==> src/rtl/branch_order_ctrl.sv <==
// In-flight conditional branch tracker: records predictions at issue, accepts
// out-of-order resolutions by tag, retires in order and sequences mispredict recovery.
module branch_order_ctrl #(
  parameter int unsigned DEPTH          = 4,
  parameter int unsigned HISTORY_BITS   = 8,
  parameter int unsigned RECOVER_CYCLES = 2
) (
  input  logic                      clk_i,
  input  logic                      reset_n_i,
  input  logic                      issue_valid_i,
  output logic                      issue_ready_o,
  input  logic                      issue_pred_taken_i,
  input  logic [HISTORY_BITS-1:0]   issue_history_i,
  input  logic [31:0]               issue_alt_pc_i,
  output logic [$clog2(DEPTH)-1:0]  issue_tag_o,
  input  logic                      res_valid_i,
  output logic                      res_ready_o,
  input  logic [$clog2(DEPTH)-1:0]  res_tag_i,
  input  logic                      res_taken_i,
  output logic                      upd_valid_o,
  output logic                      upd_taken_o,
  output logic [HISTORY_BITS-1:0]   upd_history_o,
  output logic                      flush_o,
  output logic                      redirect_valid_o,
  output logic [31:0]               redirect_pc_o,
  output logic [HISTORY_BITS-1:0]   restore_history_o,
  output logic [$clog2(DEPTH):0]    inflight_o
);

  localparam int unsigned TW = $clog2(DEPTH);
  localparam int unsigned OW = TW + 1;
  localparam int unsigned CW = $clog2(RECOVER_CYCLES + 1);

  localparam logic [0:0] S_RUN     = 1'b0;
  localparam logic [0:0] S_RECOVER = 1'b1;

  logic [0:0]              state, state_d;
  logic [CW-1:0]           cnt, cnt_d;
  logic [TW-1:0]           head, tail;
  logic [DEPTH-1:0]        ent_valid, ent_resolved, ent_pred, ent_actual;
  logic [HISTORY_BITS-1:0] ent_hist [DEPTH];
  logic [31:0]             ent_alt  [DEPTH];

  logic full, issue_fire, res_fire, res_hit, retire, mispredict;

  // Handshake readiness comes only from registered state, never from a same-cycle retire.
  always_comb begin
    full          = (inflight_o == OW'(DEPTH));
    issue_ready_o = reset_n_i && (state == S_RUN) && !full;
    res_ready_o   = reset_n_i && (state == S_RUN);
    issue_tag_o   = tail;
    issue_fire    = issue_valid_i && issue_ready_o;
    res_fire      = res_valid_i && res_ready_o;
    res_hit       = res_fire && ent_valid[res_tag_i] && !ent_resolved[res_tag_i];
    retire        = (state == S_RUN) && ent_valid[head] && ent_resolved[head];
    mispredict    = retire && (ent_actual[head] != ent_pred[head]);
  end

  // Next-state logic: RUN, or RECOVER while the quiet-period counter drains.
  always_comb begin
    state_d = state;
    cnt_d   = cnt;
    case (state)
      S_RUN: begin
        if (mispredict) begin
          state_d = S_RECOVER;
          cnt_d   = CW'(RECOVER_CYCLES);
        end
      end
      S_RECOVER: begin
        cnt_d = cnt - CW'(1);
        if (cnt == CW'(1)) state_d = S_RUN;
      end
      default: begin
        state_d = S_RUN;
        cnt_d   = '0;
      end
    endcase
  end

  always_ff @(posedge clk_i or negedge reset_n_i) begin
    if (!reset_n_i) begin
      state <= S_RUN;
      cnt   <= '0;
    end else begin
      state <= state_d;
      cnt   <= cnt_d;
    end
  end

  // Branch table; a mispredict wipes it and drops any same-cycle issue or resolution.
  always_ff @(posedge clk_i or negedge reset_n_i) begin
    if (!reset_n_i) begin
      head         <= '0;
      tail         <= '0;
      inflight_o   <= '0;
      ent_valid    <= '0;
      ent_resolved <= '0;
      ent_pred     <= '0;
      ent_actual   <= '0;
      for (int i = 0; i < DEPTH; i++) begin
        ent_hist[i] <= '0;
        ent_alt[i]  <= '0;
      end
    end else if (mispredict) begin
      head         <= '0;
      tail         <= '0;
      inflight_o   <= '0;
      ent_valid    <= '0;
      ent_resolved <= '0;
    end else begin
      if (retire) begin
        ent_valid[head]    <= 1'b0;
        ent_resolved[head] <= 1'b0;
        head               <= head + TW'(1);
      end
      if (res_hit) begin
        ent_resolved[res_tag_i] <= 1'b1;
        ent_actual[res_tag_i]   <= res_taken_i;
      end
      if (issue_fire) begin
        ent_valid[tail]    <= 1'b1;
        ent_resolved[tail] <= 1'b0;
        ent_pred[tail]     <= issue_pred_taken_i;
        ent_hist[tail]     <= issue_history_i;
        ent_alt[tail]      <= issue_alt_pc_i;
        tail               <= tail + TW'(1);
      end
      inflight_o <= inflight_o + OW'(issue_fire) - OW'(retire);
    end
  end

  // Registered retire and recovery outputs.
  always_ff @(posedge clk_i or negedge reset_n_i) begin
    if (!reset_n_i) begin
      upd_valid_o       <= 1'b0;
      upd_taken_o       <= 1'b0;
      upd_history_o     <= '0;
      flush_o           <= 1'b0;
      redirect_valid_o  <= 1'b0;
      redirect_pc_o     <= '0;
      restore_history_o <= '0;
    end else begin
      upd_valid_o      <= retire;
      flush_o          <= mispredict;
      redirect_valid_o <= mispredict;
      if (retire) begin
        upd_taken_o   <= ent_actual[head];
        upd_history_o <= ent_hist[head];
      end
      if (mispredict) begin
        redirect_pc_o     <= ent_alt[head];
        restore_history_o <= {ent_hist[head][HISTORY_BITS-2:0], ent_actual[head]};
      end
    end
  end

endmodule

==> config.mk <==
export PLATFORM = sky130hd
export DESIGN_NAME = branch_order_ctrl
export DESIGN_NICKNAME = d
export VERILOG_FILES = /design/src/rtl/branch_order_ctrl.sv
export SDC_FILE = /design/constraint.sdc
export NUM_CORES = 1
export LEC_CHECK = 0
export ABC_AREA = 0
export CORE_MARGIN = 2
export CORE_UTILIZATION = 52
export CTS_CLUSTER_SIZE = 16
export DETAILED_ROUTE_END_ITERATION = 10
export PLACE_DENSITY = 0.76
export SETUP_SLACK_MARGIN = 0.4
export SLEW_MARGIN = 5
export SYNTH_ARGS = -nofsm -noshare
export SYNTH_HDL_FRONTEND = slang
export SYNTH_SLANG_ARGS = --single-unit
==> constraint.sdc <==
create_clock -name clk_i -period 3.2 [get_ports clk_i]
set_input_delay 0.8 -clock clk_i [delete_from_list [all_inputs] [get_ports clk_i]]
set_output_delay 0.8 -clock clk_i [all_outputs]
set_load 0.05 [all_outputs]
==> qor.yml, run 1 <==
status: "completed"
path_class: "reg -> reg"
via_count: 5986
cts_hold_buffers: 0
period_needed_ns: 2.64
ctsResizeCount: 0
synth_compound_area_frac: 0.0344
power_density_nw_per_um2: 1100
start_util: 0.529
slew_violations: 0
synth_area_um2: 11100
startpoint_type: "register"
hpwl_mm: 14.5
layout_commonest_cell: "dfrtp_1"
setup_slack_ns: 0.555
syn-num-nets: 706
vias_per_cell: 5.70
synth_top_family_by_area: "multiplexers"
clock-sinks: 237
async_reset_ff_frac: 1.00
mostFrequentLayoutCells: "dfrtp_1 (233), mux2_4 (161), clkdlybuf4s50_1 (103)"
die_width_um: 150
place_ws_ns: 0.387
ctsLongestPathBuffers: 3
synth_cells: 646
rsz0062_at_grt: "no"
post_cts_buffers: 0
dieHeight_um: 150
synthMuxAreaShare: 0.360
hold_path_class: "in -> async"
setup-violations-final: 0
cts_tree: "done"
synth-seq-cells: 237
path_clk_slew_ns: 0.06
yosysWarnings: 0
first_pass_iters: 4
place_congestion: 0.811
maxCapViolations: 0
fmax_mhz: 378
port_buffers: 106
postRouteWirelength_mm: 23.2
syn_avg_cell_area_um2: 17.2
synth-edff-count: 0
peakVddDrop_v: 0.000710
period_share: 0.826
ys_types: 41
worst_slew_pin_slew_ns: 1.18
grt_max_degree: 176
clk_latency_ns: 0.52
grt_util_all_layers: 0.218
ant_nets: 0
drive_above_1_share: 0.429
ys_seq_area_frac: 0.535
grt-ovfl-total: 0
core.rowCount: 53
core_area_um2: 21000
numCtsBuffers: 25
crit_arrival_ns: 3.05
drtIter0Drc: 339
cp_max_fo: 23
antenna_found_initial: 1
required_ns: 3.60
skew_ns: 0.00917
post_drt_wl_per_cell_um: 22.1
fin_tns_setup_ns: 0
drc: 0
htreeDepth: 1
grt_pass1_vias: 6848
synthFlopType: "dfrtp_1"
synth_xor_area_frac: 0.00564
hold_viol: 0
grt_pass1_wl_mm: 38.5
critPathCaptureType: "register"
finalNetCount: 820
synthAdderAreaFrac: 0.0142
num_io_pins: 107
syn2layout_area_growth_pct: 20.5
leakagePower_nw: 6.18
synthSimpleGateAreaFrac: 0.0179
max-slew-margin-rel: 0.217
root_buffer: "clkbuf_16"
die_area_um2: 22500
[synthesized netlist by cell type, drive strengths merged, types with 2 or more instances]
cell type / count / area, µm²
dfrtp: 237 / 5930
mux2: 212 / 2990
mux4: 44 / 991
buf: 27 / 249
inv: 19 / 71.3
o31ai: 13 / 97.6
clkbuf: 12 / 45.0
ha: 11 / 138
nand2: 11 / 41.3
a41oi: 6 / 52.6
nor2: 6 / 22.5
o21ai: 5 / 25.0
a21oi: 4 / 20.0
a221oi: 4 / 35.0
and2: 4 / 25.0
nand4: 4 / 25.0
o311ai: 4 / 105
nor3b: 3 / 27.5
xnor2: 3 / 45.1
a31oi: 2 / 12.5
xor2: 2 / 17.5
[power breakdown]
part	total [mW]	internal (mW)	leakage [nW]	switching, mW
Clock	2.82	1.68	0.383	1.14
Sequential	5.35	4.46	2.90	0.894
Combinational	6.50	3.50	2.89	3.01
Total	14.7	9.64	6.18	5.04
[per-stage QoR]
step / cells / utilization / hold WS (ns) / area [µm²] / total power [mW]
floorplan: 646 / - / 0.453 / 11200 / 10.1
global placement: 1008 / 0.600 / 0.482 / 12600 / 11.6
detailed placement: 1008 / 0.600 / 0.490 / 12600 / 11.9
CTS: 1049 / 0.638 / 0.131 / 13400 / 14.8
global route: 1049 / 0.638 / 0.135 / 13400 / 15.5
finish: 1050 / 0.638 / 0.139 / 13400 / 14.7
[final timing paths]
path	startpoint	endpoint	slack, ns	cells past startpoint
max reg2reg	head[1]$_DFFE_PN0P_	ent_alt[124]$_DFFE_PN0P_	0.56	6
min	reset_n_i	ent_actual[2]$_DFFE_PN0P_	0.14	1
min reg2reg	ent_hist[15]$_DFFE_PN0P_	ent_hist[15]$_DFFE_PN0P_	0.50	1
max in group asynchronous	reset_n_i	ent_alt[82]$_DFFE_PN0P_	1.23	3
min in group clk_i	ent_hist[15]$_DFFE_PN0P_	ent_hist[15]$_DFFE_PN0P_	0.50	1
max	head[1]$_DFFE_PN0P_	ent_alt[124]$_DFFE_PN0P_	0.56	6
[layer usage]
layer / share of wire / GRT usage / routed length [µm] / up-vias
met5: 0 / 0 / 0 / -
met4: 0.018 / 0.0486 / 421 / 0
met3: 0.051 / 0.0402 / 1180 / 34
met2: 0.49 / 0.361 / 11400 / 162
met1: 0.44 / 0.304 / 10200 / 3180
li1: - / - / - / 2610
[area by class of cell]
type	instances	area [µm²]
repair buffers	126	1370
multi-input cells	351	4850
flip-flops and latches	237	5940
fillers	1492	7590
clock inverters	4	73.8
diodes	1	2.50
inverters	19	73.8
clock buffers	37	711
well taps	275	344
[worst max-delay path, stage by stage, from the launching register on]
cell and delay [ns]:
dfrtp_2 0.37, buf_4 0.35, mux4_2 0.49, xnor2_4 0.26, o311ai_4 0.39, buf_12 0.29
mux2_2 0.36
[state kept, by name, summed over array words and instances (netlist names)]
register,cells
ent_alt,128
upd_taken_o,1
ent_actual,4
redirect_pc_o,32
cnt,2
redirect_valid_o,1
upd_history_o,8
inflight_o,3
state,1
ent_hist,32
issue_tag_o,2
upd_valid_o,1
ent_valid,4
ent_pred,4
ent_resolved,4
restore_history_o,8
head,2
[logic make-up after synthesis]
logic type	after synthesis
buffers and inverters	58
DFF	237
xor gates and xnor gates	5
and+or+nand+nor	35
adders and majority gates	12
muxes	257
AOI/OAI and AO/OA	42
Power figures use the tool's default switching activity.
==> inputs of run 2 (changes only) <==
==> constraint.sdc (replaced) <==
create_clock -name clk_i -period 2.33 [get_ports clk_i]
set_input_delay 0.5825 -clock clk_i [delete_from_list [all_inputs] [get_ports clk_i]]
set_output_delay 0.5825 -clock clk_i [all_outputs]
set_load 0.05 [all_outputs]
==> run 2 against run 1 <==
Net effect:
- the flow now finishes with violations (setup timing)
- non-clock buffer count grew 64
- wire length increased by 15%
- final area rose by 10%
- worst setup slack worse by 0.67 ns
- hold slack improved by 0.36 ns
- die area unchanged
- sequential share of layout area down 4.1 points
- critical path type unchanged
- critical endpoint is now ent_alt[71]$_DFFE_PN0P_
==> qor.yml, run 2 (synthesis results as in run 1) <==
crit_start: "head[0]$_DFFE_PN0P_"
n_antenna_cell: 0  # -1
crit_family: "multiplexers"
core_area_um2: 21000  # unchanged
drtIter0Drc: 414  # +22%
slew_violations: 0  # unchanged
mostFrequentLayoutCells: "dfrtp_1 (232), mux2_4 (190), clkdlybuf4s15_2 (51)"
p_clk_frac: 0.193  # about the same
start_util: 0.529  # unchanged
worst_slew_pin_slew_ns: 0.920  # -0.255 ns
required_ns: 2.74  # -0.86 ns
crit_arrival_ns: 2.85  # -0.20 ns
rsz0062_at_grt: "yes"
critPathCaptureType: "register"
cp_max_fo: 8  # -65%
core.rowCount: 53  # unchanged
hold_viol: 0  # unchanged
status: "complete, but fails checks"
largest_reg_flops: 128  # unchanged
grt_max_degree: 158  # -10%
ctsLongestPathBuffers: 3  # unchanged
htreeDepth: 1  # unchanged
maxCapViolations: 0  # unchanged
post_drt_wl_per_cell_um: 23.9  # +8.0%
clock-sinks: 237  # unchanged
leakagePower_nw: 6.89  # +12%
path_cells: "mux4_2 -> xnor2_4 -> o311ai_4 -> buf_6 -> clkbuf_16 -> mux2_4"
violations: "setup timing"
die_area_um2: 22500  # unchanged
finalNetCount: 885  # +7.9%
grt_util_all_layers: 0.225  # +0.00624
numCtsBuffers: 26  # +4.0%
period_share: 1.05  # +0.223
top_regs: "ent_alt x128, ent_hist x32, redirect_pc_o x32"
ant_nets: 0  # unchanged
syn2layout_area_growth_pct: 32.9
antenna_found_initial: 0  # -1
hpwl_mm: 14.7  # +1.8%
num_io_pins: 107  # unchanged
startpoint_type: "register"
combPwrFrac: 0.471  # +0.028
critPathSlowestCell: "mux4_2"
multi_input_area_um2: 5130  # +5.7%
setup-violations-final: 173  # +173
grt_pass1_vias: 6949  # +1.5%
drive_above_1_share: 0.570  # +0.141
hold_path_class: "reg -> reg"
vias_per_cell: 5.72  # +0.36%
first_pass_iters: 4  # unchanged
path_clk_slew_ns: 0.06  # about the same
p_int_mw: 14.4  # +49%
nFillCells: 1323  # -11%
peakVddDrop_v: 0.00107  # +51%
max-slew-margin-rel: 0.387  # +0.170
setup_slack_ns: -0.116  # -0.671 ns
drc: 0  # unchanged
clk_latency_ns: 0.53  # about the same
place_congestion: 0.846  # +4.3%
fin_tns_setup_ns: -11.75  # -11.75 ns
register_area_um2: 5940  # about the same
dieHeight_um: 150  # unchanged
port_buffers: 106  # unchanged
power_frac_seq: 0.335  # -0.029
place_ws_ns: -0.302  # -0.689 ns
skew_ns: 0.0139  # +0.00472 ns
top_register: "ent_alt"
r2r-start: "head[0]$_DFFE_PN0P_"
cts_tree: "done"
die_width_um: 150  # unchanged
max_stage_delay_ns: 0.59  # +0.10 ns
p_sw_mw: 7.57  # +50%
postRouteWirelength_mm: 26.7  # +15%
via_count: 6408  # +7.0%
layout_commonest_cell: "dfrtp_1"
grt_pass1_wl_mm: 39.3  # +2.1%
fmax_mhz: 409  # +8.1%
period_needed_ns: 2.45  # -0.199 ns
path_class: "reg -> reg"
grt-ovfl-total: 0  # unchanged
sw_frac_of_total: 0.345  # +0.00182
hp-start: "cnt[0]$_DFFE_PN0P_"
path_buf_inv: 2  # unchanged
root_buffer: "clkbuf_16"
power_density_nw_per_um2: 1490  # +35%
## run 2: cell types whose count changed in the layout (fill, tap and decap cells not counted), sizes merged
cell	previous run	this run
inv	20	19
buf	23	80
clkinvlp	0	1
bufinv	2	3
dlymetal6s2s	0	1
clkdlybuf4s15	0	51
clkbuf	37	48
clkinv	1	7
diode	1	0
clkdlybuf4s50	103	46
dlygate4sd3	0	1
## run 2: area by class of cell
cell class              instances  share of cell area
clock inverters                11             0.00976
flip-flops and latches        237               0.403
inverters                      19             0.00518
multi-input cells             351               0.348
clock buffers                  37              0.0510
repair buffers                190               0.160
well taps                     275              0.0233
## run 2: final timing paths
| path | endpoint | slack [ns] | depth (start not counted) |
|---|---|---|---|
| min in group asynchronous | ent_resolved[0]$_DFF_PN0_ | 0.54 | 3 |
| min | cnt[0]$_DFFE_PN0P_ | 0.50 | 1 |
| max | ent_alt[71]$_DFFE_PN0P_ | -0.12 | 6 |
| min reg2reg | cnt[0]$_DFFE_PN0P_ | 0.50 | 1 |
| max in group asynchronous | ent_alt[5]$_DFFE_PN0P_ | 0.72 | 4 |
| max reg2reg | ent_alt[71]$_DFFE_PN0P_ | -0.12 | 6 |
## run 2: repair_timing
item,in CTS,in global routing
gates resized for setup,206,74
endpoints found under the setup margin,293,244
endpoints found under the hold margin,6,0
gates cloned,6,13
pin swaps,7,11
hold buffers,1,0
buffers inserted,8,9
## run 2: through the flow
stage | hold slack [ns] | std cells | util | instance area [µm²] | power, mW
after floorplan | 0.287 | 646 | - | 11200 | 13.9
after global placement | 0.478 | 1035 | 0.612 | 12800 | 16.2
after detailed placement | 0.489 | 1035 | 0.612 | 12800 | 16.6
after CTS | 0.505 | 1098 | 0.672 | 14100 | 21.2
after global routing | 0.518 | 1120 | 0.703 | 14700 | 22.9
final | 0.501 | 1120 | 0.703 | 14700 | 21.9
## run 2: metal layers
| layer | part of all wire | global-route usage | vias up |
|---|---|---|---|
| li1 | - | - | 2766 |
| met1 | 0.44 | 0.320 | 3428 |
| met2 | 0.49 | 0.362 | 183 |
| met3 | 0.059 | 0.0424 | 31 |
| met4 | 0.012 | 0.0495 | 0 |
| met5 | 0 | 0 | - |
## run 2: power by group through the flow
| stage | clock [mW] | sequential, mW | combinational (mW) |
|---|---|---|---|
| 6_report | 4.24 | 7.34 | 10.3 |
| 5_1_grt | 4.49 | 7.55 | 10.9 |
| 4_1_cts | 4.30 | 7.30 | 9.56 |
| 3_5_place_dp | 0 | 7.32 | 9.31 |
| 3_3_place_gp | 0 | 7.13 | 9.08 |
| 2_1_floorplan | 0 | 8.42 | 5.51 |
